--- src/rtl/lsu_mem_arbiter.sv ---
// Two-lane LSU memory arbiter: one outstanding access, round-robin on simultaneous requests.
// Build option LSU_ARB_FIXED_PRIO_EN: lane 0 always wins ties and the pointer is removed.
module lsu_mem_arbiter #(
  parameter int DATA_W = 32,
  parameter int ADDR_W = 32
) (
  input  logic              clk,
  input  logic              rst,
  input  logic              req0,
  input  logic              req1,
  input  logic              we0,
  input  logic              we1,
  input  logic [ADDR_W-1:0] addr0,
  input  logic [ADDR_W-1:0] addr1,
  input  logic [DATA_W-1:0] wdata0,
  input  logic [DATA_W-1:0] wdata1,
  output logic              done0,
  output logic              done1,
  output logic [DATA_W-1:0] rdata0,
  output logic [DATA_W-1:0] rdata1,
  output logic              mem_req,
  output logic              mem_we,
  output logic [ADDR_W-1:0] mem_addr,
  output logic [DATA_W-1:0] mem_wdata,
  input  logic              mem_ready,
  input  logic [DATA_W-1:0] mem_rdata,
  output logic              stall
);

  typedef enum logic [0:0] {ST_IDLE = 1'b0, ST_BUSY = 1'b1} state_t;

  state_t            state_r, state_s;
  logic              owner_r, owner_s;
  logic              pend_r, pend_s;
  logic              win_s;
  logic              load_s, load_lane_s;
  logic              done0_s, done1_s, stall_s;
  logic              mem_we_r;
  logic [ADDR_W-1:0] mem_addr_r;
  logic [DATA_W-1:0] mem_wdata_r;

`ifdef LSU_ARB_FIXED_PRIO_EN
  assign win_s = 1'b0;
`else
  logic ptr_r, ptr_s;

  assign win_s = ptr_r;

  // Pointer moves to the losing lane whenever both lanes compete
  always_comb begin
    ptr_s = ptr_r;
    if (state_r == ST_IDLE && req0 && req1) begin
      ptr_s = ~ptr_r;
    end else begin
      ptr_s = ptr_r;
    end
  end

  // Round-robin pointer register
  always_ff @(posedge clk or posedge rst) begin
    if (rst) begin
      ptr_r <= 1'b0;
    end else begin
      ptr_r <= ptr_s;
    end
  end
`endif

  // Next-state, grant selection and completion decode
  always_comb begin
    state_s     = state_r;
    owner_s     = owner_r;
    pend_s      = pend_r;
    load_s      = 1'b0;
    load_lane_s = 1'b0;
    done0_s     = 1'b0;
    done1_s     = 1'b0;
    stall_s     = 1'b0;
    case (state_r)
      ST_IDLE: begin
        stall_s = req0 | req1;
        if (req0 && req1) begin
          load_s      = 1'b1;
          load_lane_s = win_s;
          pend_s      = 1'b1;
          state_s     = ST_BUSY;
        end else if (req0 || req1) begin
          load_s      = 1'b1;
          load_lane_s = req1;
          pend_s      = 1'b0;
          state_s     = ST_BUSY;
        end else begin
          state_s = ST_IDLE;
        end
      end
      ST_BUSY: begin
        stall_s = 1'b1;
        if (mem_ready) begin
          done0_s = ~owner_r;
          done1_s = owner_r;
          // Chain straight into the queued lane so there is no idle bubble
          if (pend_r) begin
            load_s      = 1'b1;
            load_lane_s = ~owner_r;
            pend_s      = 1'b0;
            state_s     = ST_BUSY;
          end else begin
            state_s = ST_IDLE;
          end
        end else begin
          state_s = ST_BUSY;
        end
      end
      default: begin
        state_s = ST_IDLE;
        pend_s  = 1'b0;
      end
    endcase
    if (load_s) begin
      owner_s = load_lane_s;
    end else begin
      owner_s = owner_r;
    end
  end

  // Control state register
  always_ff @(posedge clk or posedge rst) begin
    if (rst) begin
      state_r <= ST_IDLE;
      owner_r <= 1'b0;
      pend_r  <= 1'b0;
    end else begin
      state_r <= state_s;
      owner_r <= owner_s;
      pend_r  <= pend_s;
    end
  end

  // Memory request payload, captured only at grant
  always_ff @(posedge clk or posedge rst) begin
    if (rst) begin
      mem_we_r    <= 1'b0;
      mem_addr_r  <= {ADDR_W{1'b0}};
      mem_wdata_r <= {DATA_W{1'b0}};
    end else if (load_s) begin
      mem_we_r    <= load_lane_s ? we1 : we0;
      mem_addr_r  <= load_lane_s ? addr1 : addr0;
      mem_wdata_r <= load_lane_s ? wdata1 : wdata0;
    end
  end

  assign mem_req   = (state_r == ST_BUSY);
  assign mem_we    = mem_we_r;
  assign mem_addr  = mem_addr_r;
  assign mem_wdata = mem_wdata_r;
  assign done0     = done0_s;
  assign done1     = done1_s;
  assign rdata0    = done0_s ? mem_rdata : {DATA_W{1'b0}};
  assign rdata1    = done1_s ? mem_rdata : {DATA_W{1'b0}};
  // Requests held during reset must not raise stall
  assign stall     = stall_s & ~rst;

endmodule

--- config.mk ---
export PLATFORM = sky130hd
export DESIGN_NAME = lsu_mem_arbiter
export DESIGN_NICKNAME = d
export VERILOG_FILES = /design/src/rtl/lsu_mem_arbiter.sv
export SDC_FILE = /design/constraint.sdc
export NUM_CORES = 1
export LEC_CHECK = 0
export ABC_AREA = 1
export CELL_PAD_IN_SITES_DETAIL_PLACEMENT = 1
export CELL_PAD_IN_SITES_GLOBAL_PLACEMENT = 1
export CORE_ASPECT_RATIO = 1.75
export CORE_MARGIN = 2
export CORE_UTILIZATION = 23
export CTS_BUF_LIST = sky130_fd_sc_hd__clkbuf_2 sky130_fd_sc_hd__clkbuf_4 sky130_fd_sc_hd__clkbuf_8
export CTS_CLUSTER_SIZE = 25
export DETAILED_ROUTE_END_ITERATION = 16
export PLACE_DENSITY = 0.81
export SYNTH_ARGS = -nofsm -noshare
export SYNTH_HDL_FRONTEND = slang
export SYNTH_SLANG_ARGS = --single-unit
--- constraint.sdc ---
create_clock -name clk -period 2.2 [get_ports clk]
set_input_delay 0.22 -clock clk [delete_from_list [all_inputs] [get_ports clk]]
set_output_delay 0.22 -clock clk [all_outputs]
set_load 0.005 [all_outputs]
==> out/qor.yml <==
run_status:
  status: "finished, final reports clean"
power_and_ir_drop:
  seqPwrFrac_pct: 32.7
  internal_power_mw: 4.278
  vdd_drop_max_mv: 0.3651
  p_leak_nw: 4.080
  powerDensity_nw_per_um2: 853.4
  comb_power_share_pct: 52.7
  swShare_pct: 35.37
  p_switching_mw: 2.341
  p_clk_share_pct: 14.6
placed_design:
  place_hpwl_um: 14280
  placedCellCount: 1201
  place.gp.congestion: 0.7778
  numPortBuffers: 299
global_route:
  antenna_found_initial: 0
  gr-usage-all-layers_pct: 18.42
  grt_pass1_wl_um: 28090
  grt_pass1_vias: 5305
  grt_max_degree: 42
  grt_overflow: 0
finish:
  drive_gt1_share_pct: 3.988
  final_cell_count_no_fill: 1217
  fin_util_pct: 42.12
  syn2layout_area_growth_pct: 80.89
  fin_nets: 1142
hold_path:
  hp-class: "primary input to asynchronous set/reset pin"
logic_synthesis:
  netlist_instances: 690
  synth-seq-area-share_pct: 40.27
  synth.cell_area_sq_um: 4288
  yosys_warnings: 0
  ys_ff_latch: 69
  synth.distinct_cells: 15
  synthArstFlopShare_pct: 100.0
  yosys.area.top_type_share_pct: 40.27
  ys_top_cells_by_area: "dfrtp_1 40%, nand2_1 18%, nand3_1 15%"
  synth_top_cell_by_area: "dfrtp_1"
  synth_edf_count: 0
  syn_area_per_cell_sq_um: 6.214
  synth.cells.most_frequent: "202 x nand2_1, 171 x inv_1, 131 x nand3_1"
  yosysMostFrequentCell: "nand2_1"
  syn_nets: 857
  synth_ff_type: "dfrtp_1"
detailed_routing:
  vias_per_cell: 4.371
  wl_per_cell_um: 15.19
  drc_errors: 0
  final_antenna_net_count: 0
  dr_total_vias: 5320
  firstDrtPassIters: 4
  first_iter_violations: 139
  routed_wl_um: 18490
floorplanning:
  die_area_sq_um: 19790
  fp.dieH_um: 184.6
  die_x_um: 107.2
  core_sq_um: 18420
  num_rows: 66
  start_util_pct: 23.28
  ioPinCount: 300
timing:
  setup_viol: 0
  finalMaxSlewViolations: 0
  fmax_mhz: 484.9
  finalSetupTns_ns: 0
  relSlewSlack_pct: 62.37
  finalCritPeriodShare_pct: 93.73
  finalClockSkew_ns: 0.01364
  final.min_clock_period_ns: 2.062
  worstMarginPinSlew_ns: 0.5638
  hold_viol_final: 0
  rsz0062_at_grt: "false"
clocking:
  insertion_delay_ns: 0.34
  h-tree-depth: 3
  path_clk_slew_ns: 0.07
  cts_buffers: 9
  cts_sinks: 69
  ctsHoldBuffers: 0
  clock_path_buffers: 2
  cts_tree: "yes"
  root_buffer: "clkbuf_8"
worst_setup_path:
  crit_fanout: 32
  worstPathCellList: "clkdlybuf4s50_1, nand2_2, nor2_2, inv_1, buf_12, nor2_1, clkdlybuf4s50_1"
  worstSetupPathType: "primary input to output pin"
  arrival_ns: 1.84
  worst_path_max_delay_cell: "clkdlybuf4s50_1"
  cp.required_ns: 1.98
  r2r_cells: 6
  endpoint_kind: "output pin"
  ff2ff_setup_slack_ns: 0.56
  r2r-start: "mem_req"
  worst_r2r_endpoint: "mem_addr[9]"
  max_stage_delay_ns: 0.53
  cp-start-kind: "primary input"
  crit_path_frequent_cell: "clkdlybuf4s50_1"
job:
  drv_cap: 0
cell families (layout without fill, tap and decap cells):
| logic type | count (synthesis) | count (layout) | synth area share (%) |
|---|---|---|---|
| AOI/OAI and AO/OA | 3 | 3 | 0.5254 |
| xor gates and xnor gates | 1 | 1 | 0.2043 |
| buffers and inverters | 213 | 501 | 19.75 |
| DFF | 69 | 69 | 40.27 |
| other | 0 | 1 | 0 |
| and+or+nand+nor | 404 | 404 | 39.25 |
layer usage:
| metal | global-route usage, % | up-vias | wire length, um |
|---|---|---|---|
| met2 | 35.62 | 212 | 10090 |
| met4 | 8.312 | 0 | 679 |
| met5 | 0 | - | 0 |
| met3 | 3.819 | 33 | 1168 |
| li1 | - | 2575 | - |
| met1 | 18.36 | 2500 | 6551 |
worst max-delay path by stage:
stage	startpoint	end	depth (start not counted)
2_1_floorplan	rst	mem_addr[0]	1
3_3_place_gp	mem_ready	rdata0[13]	7
3_5_place_dp	mem_ready	rdata0[13]	7
4_1_cts	mem_ready	rdata0[6]	7
5_1_grt	mem_ready	rdata0[12]	7
6_report	mem_ready	rdata0[15]	7
stage by stage:
stage / hold slack, ns / setup WS [ns] / area, sq um / power (mW)
floorplan: 0.3270 / 0.2401 / 4288 / 3.418
global placement: 0.4617 / 0.07219 / 7566 / 5.654
detailed placement: 0.4640 / 0.04635 / 7566 / 5.739
CTS: 0.2805 / 0.04990 / 7744 / 6.753
global route: 0.3065 / 0.008034 / 7754 / 7.139
finish: 0.2686 / 0.1379 / 7756 / 6.619
cell usage in the layout (no fill, tap or decap), types with 3 or more instances in the layout:
cell             Yosys  routed
nor2_1              70      68
nand2_1            202     199
nand2_2              0       3
dfrtp_1             69      68
clkbuf_8             0      11
buf_12               0       5
buf_4                6      11
clkinv_2             0       3
nand3_1            131     131
inv_1              171     170
clkdlybuf4s50_1      0     298
layout make-up:
type                       instances  area [sq um]
tap                              238         297.8
timing repair buffer             315          3178
inverter                         172         646.9
clock buffer                      12         158.9
fill                            2342         10660
multi-input combinational        408          1734
sequential                        69          1728
antenna                            1         2.502
clock inverter                     2         10.01
sequential cells by signal (all words and copies together) (netlist names):
name	count
mem_req	1
mem_addr	32
owner_r	1
ptr_r	1
mem_wdata	32
pend_r	1
mem_we	1
worst max-delay path, delay by kind of cell:
family                 cells  cell delay [ns]
buffers and inverters      4             1.29
and+or+nand+nor            3             0.33
power by group through the flow:
stage | Combinational, mW | Sequential, mW | Clock [mW]
after floorplan | 1.20 | 2.22 | 0
after global placement | 3.49 | 2.16 | 0
after detailed placement | 3.55 | 2.18 | 0
after CTS | 3.57 | 2.17 | 1.01
after global routing | 3.84 | 2.25 | 1.06
final | 3.49 | 2.16 | 0.967
timing repair:
action	CTS	global route
endpoints found under the setup margin	64	56
setup buffers	1	0
resized for setup	1	4
hold endpoints to repair	0	0
pin swaps	0	0
No activity file was read; power rests on OpenSTA's default activity.
